<file path="config.mk">
export PLATFORM = sky130hd
export DESIGN_NAME = memory_controller_flat
export DESIGN_NICKNAME = d
export VERILOG_FILES = /design/src/rtl/memory_controller_if.sv /design/src/rtl/memory_controller.sv /design/src/flat_wrapper.sv
export SDC_FILE = /design/constraint.sdc
export NUM_CORES = 1
export LEC_CHECK = 0
export BUFFER_PORTS_ARGS = -buffer_cell sky130_fd_sc_hd__buf_4
export CORE_UTILIZATION = 55
export CTS_CLUSTER_DIAMETER = 30
export CTS_CLUSTER_SIZE = 30
export DETAILED_ROUTE_END_ITERATION = 16
export PLACE_DENSITY = 0.81
export SLEW_MARGIN = 40
export SYNTH_ARGS = -nofsm -noshare
export SYNTH_HDL_FRONTEND = slang
export SYNTH_SLANG_ARGS = --single-unit
</file>
<file path="constraint.sdc">
create_clock -name clk_in -period 3.3 [get_ports clk_in]
set_input_delay 0.165 -clock clk_in [delete_from_list [all_inputs] [get_ports clk_in]]
set_output_delay 0.165 -clock clk_in [all_outputs]
set_load 0.1 [all_outputs]
</file>
<file path="src/rtl/memory_controller_if.sv">
// Bundle of the byte-wide RAM port plus the LSU and icache request/return channels.
// The controller takes the slave modport; requesters and RAM sit on the master side.
interface memory_controller_if #(
   parameter int unsigned ADDR_W = 32
);
   logic [7:0]        mem_din;
   logic [7:0]        mem_dout;
   logic [ADDR_W-1:0] mem_a;
   logic              mem_wr;
   logic              io_buffer_full;

   logic              lsu2memCon_enable;
   logic              lsu2memCon_rw;
   logic [1:0]        lsu2memCon_width;
   logic [ADDR_W-1:0] lsu2memCon_addr;
   logic [31:0]       lsu2memCon_data;
   logic              memCon2lsu_enable;
   logic [31:0]       memCon2lsu_return;

   logic              icache2memCon_enable;
   logic [ADDR_W-1:0] icache2memCon_addr;
   logic              memCon2icache_enable;
   logic [31:0]       memCon2icache_inst;

   modport slave (
      input  mem_din, io_buffer_full,
      input  lsu2memCon_enable, lsu2memCon_rw, lsu2memCon_width, lsu2memCon_addr, lsu2memCon_data,
      input  icache2memCon_enable, icache2memCon_addr,
      output mem_dout, mem_a, mem_wr,
      output memCon2lsu_enable, memCon2lsu_return,
      output memCon2icache_enable, memCon2icache_inst
   );

   modport master (
      output mem_din, io_buffer_full,
      output lsu2memCon_enable, lsu2memCon_rw, lsu2memCon_width, lsu2memCon_addr, lsu2memCon_data,
      output icache2memCon_enable, icache2memCon_addr,
      input  mem_dout, mem_a, mem_wr,
      input  memCon2lsu_enable, memCon2lsu_return,
      input  memCon2icache_enable, memCon2icache_inst
   );
endinterface

</file>
<file path="src/rtl/memory_controller.sv">
// Sequences one LSU access or icache fetch at a time into per-byte RAM cycles,
// assembling read bytes little-endian and returning them with a one-cycle done pulse.
module memory_controller #(
   parameter int unsigned ADDR_W = 32,
   parameter logic [1:0]  IO_SEL = 2'b11
) (
   input  logic clk_in,
   input  logic rst_in,
   input  logic rdy_in,
   input  logic rob2memCon_clear,
   memory_controller_if.slave bus
);
   localparam int unsigned CNT_W = 3;

   typedef enum logic [1:0] {IDLE, READ, WRITE, DONE} state_t;

   state_t            state_q, state_d;
   logic              owner_q, owner_d;    // 1 = icache owns the access
   logic [CNT_W-1:0]  n_q, n_d;
   logic [CNT_W-1:0]  cnt_q, cnt_d;
   logic [CNT_W-1:0]  cnt_inc;
   logic [1:0]        rd_sel;
   logic [ADDR_W-1:0] base_q, base_d;
   logic [ADDR_W-1:0] mem_a_q, mem_a_d;
   logic [31:0]       data_q, data_d;
   logic [31:0]       buf_q, buf_d;
   logic [31:0]       lsu_ret_q, lsu_ret_d;
   logic [31:0]       ic_inst_q, ic_inst_d;
   logic [7:0]        dout_q, dout_d;
   logic              wr_q, wr_d;
   logic              lsu_done_q, lsu_done_d;
   logic              ic_done_q, ic_done_d;
   logic              stall_c;

   // A store into a full IO buffer holds its pending byte until the buffer drains.
   assign stall_c = (state_q == WRITE) && (base_q[17:16] == IO_SEL) && bus.io_buffer_full;

   always_comb begin
      state_d    = state_q;
      owner_d    = owner_q;
      n_d        = n_q;
      cnt_d      = cnt_q;
      base_d     = base_q;
      mem_a_d    = mem_a_q;
      data_d     = data_q;
      buf_d      = buf_q;
      lsu_ret_d  = lsu_ret_q;
      ic_inst_d  = ic_inst_q;
      dout_d     = dout_q;
      wr_d       = wr_q;
      lsu_done_d = 1'b0;
      ic_done_d  = 1'b0;
      cnt_inc    = cnt_q + CNT_W'(1);
      rd_sel     = 2'(cnt_q - CNT_W'(1));

      case (state_q)
         IDLE: begin
            if (!rob2memCon_clear && (bus.lsu2memCon_enable || bus.icache2memCon_enable)) begin
               cnt_d = '0;
               buf_d = '0;
               if (bus.lsu2memCon_enable) begin
                  owner_d = 1'b0;
                  base_d  = bus.lsu2memCon_addr;
                  data_d  = bus.lsu2memCon_data;
                  wr_d    = bus.lsu2memCon_rw;
                  state_d = bus.lsu2memCon_rw ? WRITE : READ;
                  case (bus.lsu2memCon_width)
                     2'd0:    n_d = CNT_W'(1);
                     2'd1:    n_d = CNT_W'(2);
                     default: n_d = CNT_W'(4);
                  endcase
               end else begin
                  owner_d = 1'b1;
                  base_d  = bus.icache2memCon_addr;
                  data_d  = '0;
                  wr_d    = 1'b0;
                  n_d     = CNT_W'(4);
                  state_d = READ;
               end
               mem_a_d = base_d;
               dout_d  = data_d[7:0];
            end
         end
         // Byte k is addressed at cnt==k and its data arrives one cycle later.
         READ: begin
            if (rob2memCon_clear) begin
               state_d = IDLE;
            end else begin
               if (cnt_q != '0) buf_d = buf_q | (32'(bus.mem_din) << {rd_sel, 3'b000});
               if (cnt_q == n_q) begin
                  state_d = DONE;
                  if (owner_q) begin
                     ic_done_d = 1'b1;
                     ic_inst_d = buf_d;
                  end else begin
                     lsu_done_d = 1'b1;
                     lsu_ret_d  = buf_d;
                  end
               end else begin
                  cnt_d = cnt_inc;
                  if (cnt_inc < n_q) mem_a_d = base_q + ADDR_W'(cnt_inc);
               end
            end
         end
         WRITE: begin
            if (!stall_c) begin
               if (cnt_inc == n_q) begin
                  state_d = DONE;
                  wr_d    = 1'b0;
                  if (owner_q) ic_done_d = 1'b1;
                  else         lsu_done_d = 1'b1;
               end else begin
                  cnt_d   = cnt_inc;
                  mem_a_d = base_q + ADDR_W'(cnt_inc);
                  dout_d  = 8'(data_q >> {cnt_inc[1:0], 3'b000});
               end
            end
         end
         DONE:    state_d = IDLE;
         default: state_d = IDLE;
      endcase
   end

   always_ff @(posedge clk_in) begin
      if (rst_in) begin
         state_q    <= IDLE;
         owner_q    <= 1'b0;
         n_q        <= '0;
         cnt_q      <= '0;
         base_q     <= '0;
         mem_a_q    <= '0;
         data_q     <= '0;
         buf_q      <= '0;
         lsu_ret_q  <= '0;
         ic_inst_q  <= '0;
         dout_q     <= '0;
         wr_q       <= 1'b0;
         lsu_done_q <= 1'b0;
         ic_done_q  <= 1'b0;
      end else if (rdy_in) begin
         state_q    <= state_d;
         owner_q    <= owner_d;
         n_q        <= n_d;
         cnt_q      <= cnt_d;
         base_q     <= base_d;
         mem_a_q    <= mem_a_d;
         data_q     <= data_d;
         buf_q      <= buf_d;
         lsu_ret_q  <= lsu_ret_d;
         ic_inst_q  <= ic_inst_d;
         dout_q     <= dout_d;
         wr_q       <= wr_d;
         lsu_done_q <= lsu_done_d;
         ic_done_q  <= ic_done_d;
      end
   end

   // Write strobe is masked while frozen or stalled so a held byte is never written twice.
   assign bus.mem_wr               = wr_q & rdy_in & ~stall_c;
   assign bus.mem_a                = mem_a_q;
   assign bus.mem_dout             = dout_q;
   assign bus.memCon2lsu_enable    = lsu_done_q;
   assign bus.memCon2lsu_return    = lsu_ret_q;
   assign bus.memCon2icache_enable = ic_done_q;
   assign bus.memCon2icache_inst   = ic_inst_q;
endmodule

</file>
<file path="src/flat_wrapper.sv">
// flat-port wrapper written by rule: the top's interface ports become plain ports
module memory_controller_flat 
#(
   parameter int unsigned ADDR_W = 32,
   parameter logic [1:0]  IO_SEL = 2'b11
)
  (clk_in, rst_in, rdy_in, rob2memCon_clear, bus_mem_din, bus_io_buffer_full, bus_lsu2memCon_enable, bus_lsu2memCon_rw, bus_lsu2memCon_width, bus_lsu2memCon_addr, bus_lsu2memCon_data, bus_icache2memCon_enable, bus_icache2memCon_addr, bus_mem_dout, bus_mem_a, bus_mem_wr, bus_memCon2lsu_enable, bus_memCon2lsu_return, bus_memCon2icache_enable, bus_memCon2icache_inst);
  memory_controller_if #(.ADDR_W(ADDR_W)) bus_i ();
  input  logic clk_in;
  input  logic rst_in;
  input  logic rdy_in;
  input  logic rob2memCon_clear;
  input wire logic [$bits(bus_i.mem_din)-1:0] bus_mem_din;
  input wire logic [$bits(bus_i.io_buffer_full)-1:0] bus_io_buffer_full;
  input wire logic [$bits(bus_i.lsu2memCon_enable)-1:0] bus_lsu2memCon_enable;
  input wire logic [$bits(bus_i.lsu2memCon_rw)-1:0] bus_lsu2memCon_rw;
  input wire logic [$bits(bus_i.lsu2memCon_width)-1:0] bus_lsu2memCon_width;
  input wire logic [$bits(bus_i.lsu2memCon_addr)-1:0] bus_lsu2memCon_addr;
  input wire logic [$bits(bus_i.lsu2memCon_data)-1:0] bus_lsu2memCon_data;
  input wire logic [$bits(bus_i.icache2memCon_enable)-1:0] bus_icache2memCon_enable;
  input wire logic [$bits(bus_i.icache2memCon_addr)-1:0] bus_icache2memCon_addr;
  output wire logic [$bits(bus_i.mem_dout)-1:0] bus_mem_dout;
  output wire logic [$bits(bus_i.mem_a)-1:0] bus_mem_a;
  output wire logic [$bits(bus_i.mem_wr)-1:0] bus_mem_wr;
  output wire logic [$bits(bus_i.memCon2lsu_enable)-1:0] bus_memCon2lsu_enable;
  output wire logic [$bits(bus_i.memCon2lsu_return)-1:0] bus_memCon2lsu_return;
  output wire logic [$bits(bus_i.memCon2icache_enable)-1:0] bus_memCon2icache_enable;
  output wire logic [$bits(bus_i.memCon2icache_inst)-1:0] bus_memCon2icache_inst;
  assign bus_i.mem_din = bus_mem_din;
  assign bus_i.io_buffer_full = bus_io_buffer_full;
  assign bus_i.lsu2memCon_enable = bus_lsu2memCon_enable;
  assign bus_i.lsu2memCon_rw = bus_lsu2memCon_rw;
  assign bus_i.lsu2memCon_width = bus_lsu2memCon_width;
  assign bus_i.lsu2memCon_addr = bus_lsu2memCon_addr;
  assign bus_i.lsu2memCon_data = bus_lsu2memCon_data;
  assign bus_i.icache2memCon_enable = bus_icache2memCon_enable;
  assign bus_i.icache2memCon_addr = bus_icache2memCon_addr;
  assign bus_mem_dout = bus_i.mem_dout;
  assign bus_mem_a = bus_i.mem_a;
  assign bus_mem_wr = bus_i.mem_wr;
  assign bus_memCon2lsu_enable = bus_i.memCon2lsu_enable;
  assign bus_memCon2lsu_return = bus_i.memCon2lsu_return;
  assign bus_memCon2icache_enable = bus_i.memCon2icache_enable;
  assign bus_memCon2icache_inst = bus_i.memCon2icache_inst;
  memory_controller #(.ADDR_W(ADDR_W), .IO_SEL(IO_SEL)) u_core (.clk_in(clk_in), .rst_in(rst_in), .rdy_in(rdy_in), .rob2memCon_clear(rob2memCon_clear), .bus(bus_i));
endmodule
</file>
==> After elaboration in Yosys (flattened, before gate mapping) <==
Cells that the tools add are included.
W data, S select, Z words.
{ "word_totals": {"out_inout_bits": 107, "register_bits": 212} }
{ "classes": {"add_sub_neg": 3, "n_bitwise": 6, "eq_ne": 15, "n_lt_le_gt_ge": 1, "muxes": 51, "n_reduce_logical": 20, "shift": 2} }
{ "ops": {"columns": ["operator", "n"], "rows": [
  ["$mux W32", 11],
  ["$pmux W32 S3", 1],
  ["$pmux W32 S2", 1],
  ["$add A32 B3 Y32", 1],
  ["$or A32 B32 Y32", 1],
  ["$shl A8 B5 Y32", 1],
  ["$shr A32 B5 Y8", 1],
  ["$reduce_and A5 Y1", 5],
  ["$mux W8", 3],
  ["$mux W3", 6],
  ["$pmux W8 S2", 1],
  ["$mux W1", 15],
  ["$mux W2", 7],
  ["$ne A2 B2 Y1 const B", 5],
  ["$pmux W3 S3", 1],
  ["$pmux W2 S4", 1],
  ["$reduce_and A8 Y1", 1],
  ["$reduce_and A7 Y1", 1],
  ["$eq A2 B2 Y1 const B", 3],
  ["$eq A3 B3 Y1", 2],
  ["$pmux W1 S2", 3],
  ["$pmux W3 S2", 1],
  ["$reduce_bool A3 Y1", 2],
  ["$eq A2 B1 Y1 const B", 2],
  ["14 further kinds", 22]
]} }

==> Longest topological paths before layout <==
{ "logic_depth": {"depth_word": 6, "depth_mapped": 10, "ltp_nobuf": 9} }

==> Worst setup path after synthesis <==
OpenSTA, ideal clock, no wires.
{ "synth_timing": {"kind": "register to register", "from": "register u_core.cnt_q[0]", "to": "register u_core.mem_a_q[22], in the netlist u_core.bus.mem_a[22]", "path_slack_ps": 682, "setup_ps": 116, "path_buffers": 1, "path_stages_with_launch": 11, "arrival_ps": 2503, "required_time_ps": 3184, "path_cell_list": "dfxtp_1 inv_1 ha_1 inv_1 fa_1 and2b_1 o2111ai_4 buf_6 o31ai_1 nand3_1 a31o_1"} }
{ "synth_between": {"elab_chain_len": 6, "word_cells_on_any_way": 15, "cone_classes": "add/sub (2); order compare (1); eq/ne (5); mux (6); reduce/logical (1)"} }
{ "synth_lines": {"columns": ["element", "line", "text"], "rows": [
  ["start, declared", "memory_controller.sv:20", "logic [CNT_W-1:0] cnt_q, cnt_d;"],
  ["start signal, assigned", "memory_controller.sv:144", "cnt_q <= cnt_d;"],
  ["$add A3 B1 Y3", "memory_controller.sv:53", "cnt_inc = cnt_q + CNT_W'(1);"],
  ["$add A32 B3 Y32", "memory_controller.sv:101, memory_controller.sv:114", null],
  ["$mux W32", "memory_controller.sv:101", "if (cnt_inc < n_q) mem_a_d = base_q + ADDR_W'(cnt_inc);"],
  ["$mux W32", "memory_controller.sv:90", "if (cnt_q == n_q) begin"],
  ["$mux W32", "memory_controller.sv:86", "if (rob2memCon_clear) begin"],
  ["$pmux W32 S3", "memory_controller.sv:56", "case (state_q)"],
  ["end signal, assigned", "memory_controller.sv:146", "mem_a_q <= mem_a_d;"],
  ["end, declared", "memory_controller.sv:24", "logic [ADDR_W-1:0] mem_a_q, mem_a_d;"]
]} }
Several ways; a longest one is shown, not always the timed one. The select of a mux whose other input is x is not followed.
A chain may end at the register's enable or synchronous reset.

==> Worst setup path after layout <==
{ "layout_timing": {"from": "register u_core.cnt_q[0]", "to": "register u_core.mem_a_q[17], in the netlist u_core.bus.mem_a[17]"} }
Same word-level chain as after synthesis.

==> out/metrics.yaml <==
status: "finished, final reports clean"
rr_startpoint: "u_core.cnt_q[0]"
pwr-share-clk: 0.487
p_leak_nw: 5.29
postRouteAntennaNets: 0
syn_nets: 1213
drt-initial-drc-count: 754
dp_cells: 1458
finClkSkew_ps: 16.0
seq_area_sq_mm: 0.00424
ys_types: 75
reg2reg_to: "u_core.bus.mem_a[17]"
p_sw_mw: 2.53
crit_chain: "buf_4, ha_1, xor2_1, ha_1, o211a_1, nand4_4, o31a_1, or3_1, a31o_1"
initial_core_util: 0.561
crit_type: "register to register"
placed_area_sq_mm: 0.0117
chipHeight_um: 137
clock-root-buffer: "clkbuf_16"
maxClockFrequency_mhz: 329
slowest_delay_ps: 410
grt_overflow: 0
clockBufferDepth: 3
yosysSeqAreaShare: 0.421
multi_input_area_sq_mm: 0.00524
worstPathArrival_ps: 3430
cp-end-kind: "register"
finalSetupViolations: 0
grt_antenna_before_repair: 1
setup_slack_ps: 258
endpoint: "u_core.bus.mem_a[17]"
cts_resized: 0
hold_viol_final: 0
clk_pin_slew_ps: 50
max-cap-violations: 0
post-cts-setup-buffers: 0
place_hpwl_mm: 18.3
hp-class: "primary input to register"
irDropWorstVdd_uv: 473
numCtsBuffers: 40
layout-drive-gt1-share: 0.316
pwr-share-comb: 0.181
place.gp.congestion: 0.888
clock_sink_count: 212
r2r_setup_slack_ps: 260
synth_top_flop_cell: "dfxtp_1"
power_density_mw_per_mm2: 621
layout_commonest_cell: "buf_4"
cts_tree: "done"
clk_latency_ps: 520
grt_max_degree: 93
slew_viol_final: 0
drt-pass1-iter-count: 5
crit_start: "u_core.cnt_q[0]"
p_sw_frac: 0.300
crit_slowest_cell: "ha_1"
totalWireLength_mm: 29.3
via_per_inst: 6.03
finalNetCount: 1445
num_rows: 49
area_delta_synth_final_pct: 34.6
synth_edf_count: 0
synthArstFlopShare: 0
grtUsageTotal: 0.311
cp_max_fo: 19
cp-start-kind: "register"
cp_common_cell: "ha_1"
drc: 0
rsz0062_at_grt: "false"
avgSynthCellArea_sq_um: 9.29
synth_seq_cells: 212
cts.htree.levels: 2
design_area_sq_mm: 0.0136
synth_area_sq_mm: 0.0101
grt_pass1_vias: 9063
yosysWarnings: 0
n_fill_cell: 1228
wl_per_cell_um: 18.6
worstPathRequired_ps: 3690
fp.dieW_um: 137
grt_first_pass_wirelength_mm: 46.3
dieArea_sq_mm: 0.0189
num_vias: 9497
syn_inst: 1085
pin_count: 221
intPower_mw: 5.89
r2r_cells: 9
core_sq_mm: 0.0180
max_slew_margin: 0.467
layout_common_cells: "buf_4, dfxtp_1, nor2_1"
pre_cts_slack_ps: 361
sequentialPowerShare: 0.333
io_buffer_count: 220
setup_tns_ps: 0
finalCritPeriodShare: 0.922
worst_slew_pin_slew_ps: 795
finalNonFillerCells: 1576
period_needed_ps: 3040
ctsHoldBuffers: 46
through the flow:
stage | total power, mW | util | hold WS, ps
2_1_floorplan | 3.89 | - | 313
3_3_place_gp | 4.26 | 0.653 | 399
5_1_grt | 8.68 | 0.755 | 26.0
3_5_place_dp | 4.29 | 0.653 | 409
4_1_cts | 8.43 | 0.755 | 0.727
6_report | 8.42 | 0.755 | 23.2
critical path: cells and delay by family, from the launching register on:
kind	cells	cell delay, ps
buffers and inverters	1	260
AO/OA/AOI/OAI	3	830
adder cells (fa/ha/maj)	2	640
XOR/XNOR	1	230
flip-flops	1	350
AND/OR/NAND/NOR	2	620
cells by family after synthesis:
group           Yosys count  synth area share
xor+xnor                 18            0.0171
fa+ha+maj                14            0.0181
simple gates            337             0.179
buf+inv                 126            0.0593
flops                   212             0.421
mux                      42            0.0516
compound gates          336             0.254
routing by layer:
layer | part of all wire | vias up | GRT usage
met2 | 0.49 | 470 | 0.516
li1 | - | 4487 | -
met1 | 0.40 | 4465 | 0.390
met4 | 0.029 | 0 | 0.139
met3 | 0.082 | 75 | 0.0618
met5 | 0 | - | 0
worst min path at each step:
| stage | end | depth (start not counted) | slack (ps) | from |
|---|---|---|---|---|
| global placement | u_core.data_q[16] | 3 | 400 | bus_lsu2memCon_data[16] |
| detailed placement | u_core.data_q[28] | 3 | 410 | bus_lsu2memCon_data[28] |
| floorplan | u_core.data_q[10] | 2 | 310 | bus_lsu2memCon_data[10] |
| finish | u_core.wr_q | 2 | 20 | rst_in |
| global route | u_core.data_q[21] | 2 | 30 | rst_in |
| CTS | u_core.data_q[20] | 2 | 0.7 | rst_in |
state kept, by name (all words and copies together) (netlist names):
| register | cells |
|---|---|
| u_core.base_q | 32 |
| u_core.buf_q | 32 |
| u_core.bus.memCon2icache_inst | 32 |
| u_core.bus.memCon2lsu_return | 32 |
| u_core.bus.mem_a | 32 |
| u_core.data_q | 32 |
| u_core.bus.mem_dout | 8 |
| u_core.cnt_q | 3 |
| u_core.n_q | 3 |
| u_core.state_q | 2 |
| u_core.bus.memCon2icache_enable | 1 |
| u_core.bus.memCon2lsu_enable | 1 |
| u_core.owner_q | 1 |
| u_core.wr_q | 1 |
cell usage after synthesis, types with 5 or more instances:
| master | count | area [sq um] |
|---|---|---|
| o221ai_1 | 6 | 52.6 |
| nand4_1 | 9 | 56.3 |
| nor3_1 | 15 | 75.1 |
| dfxtp_1 | 212 | 4240 |
| mux4_2 | 8 | 180 |
| or3_1 | 5 | 31.3 |
| nor2_2 | 33 | 206 |
| nand3_1 | 30 | 150 |
| nand2_1 | 40 | 150 |
| a21oi_1 | 75 | 375 |
| o211a_1 | 10 | 100 |
| o31ai_1 | 5 | 37.5 |
| a211oi_1 | 108 | 811 |
| nor2_1 | 143 | 537 |
| clkbuf_1 | 61 | 229 |
| buf_2 | 28 | 140 |
| o2111ai_1 | 8 | 70.1 |
| a32oi_1 | 8 | 70.1 |
| a22oi_1 | 25 | 188 |
| a31o_1 | 10 | 87.6 |
| buf_6 | 6 | 67.6 |
| and3_1 | 10 | 62.6 |
| ha_1 | 13 | 163 |
| inv_1 | 22 | 82.6 |
| nor3_2 | 8 | 80.1 |
| o21ai_0 | 16 | 80.1 |
| xnor2_1 | 13 | 114 |
| a22oi_2 | 32 | 400 |
| mux2i_1 | 34 | 340 |
power groups by stage:
stage               Sequential, mW  Clock (mW)  Combinational (mW)
floorplan                     3.31           0               0.585
global placement              2.84           0                1.42
detailed placement            2.84           0                1.45
CTS                           2.80        4.13                1.50
global route                  2.81        4.26                1.61
finish                        2.80        4.10                1.52
cell type report:
class                   count  area share
multi-input cells         747       0.386
flip-flops and latches    212       0.313
repair buffers            292       0.172
clock buffers              51      0.0837
well taps                 229      0.0211
clock inverters            20      0.0175
inverters                  24     0.00664
diodes                      1    0.000184
Note: power is estimated with default switching activity, not from simulation.
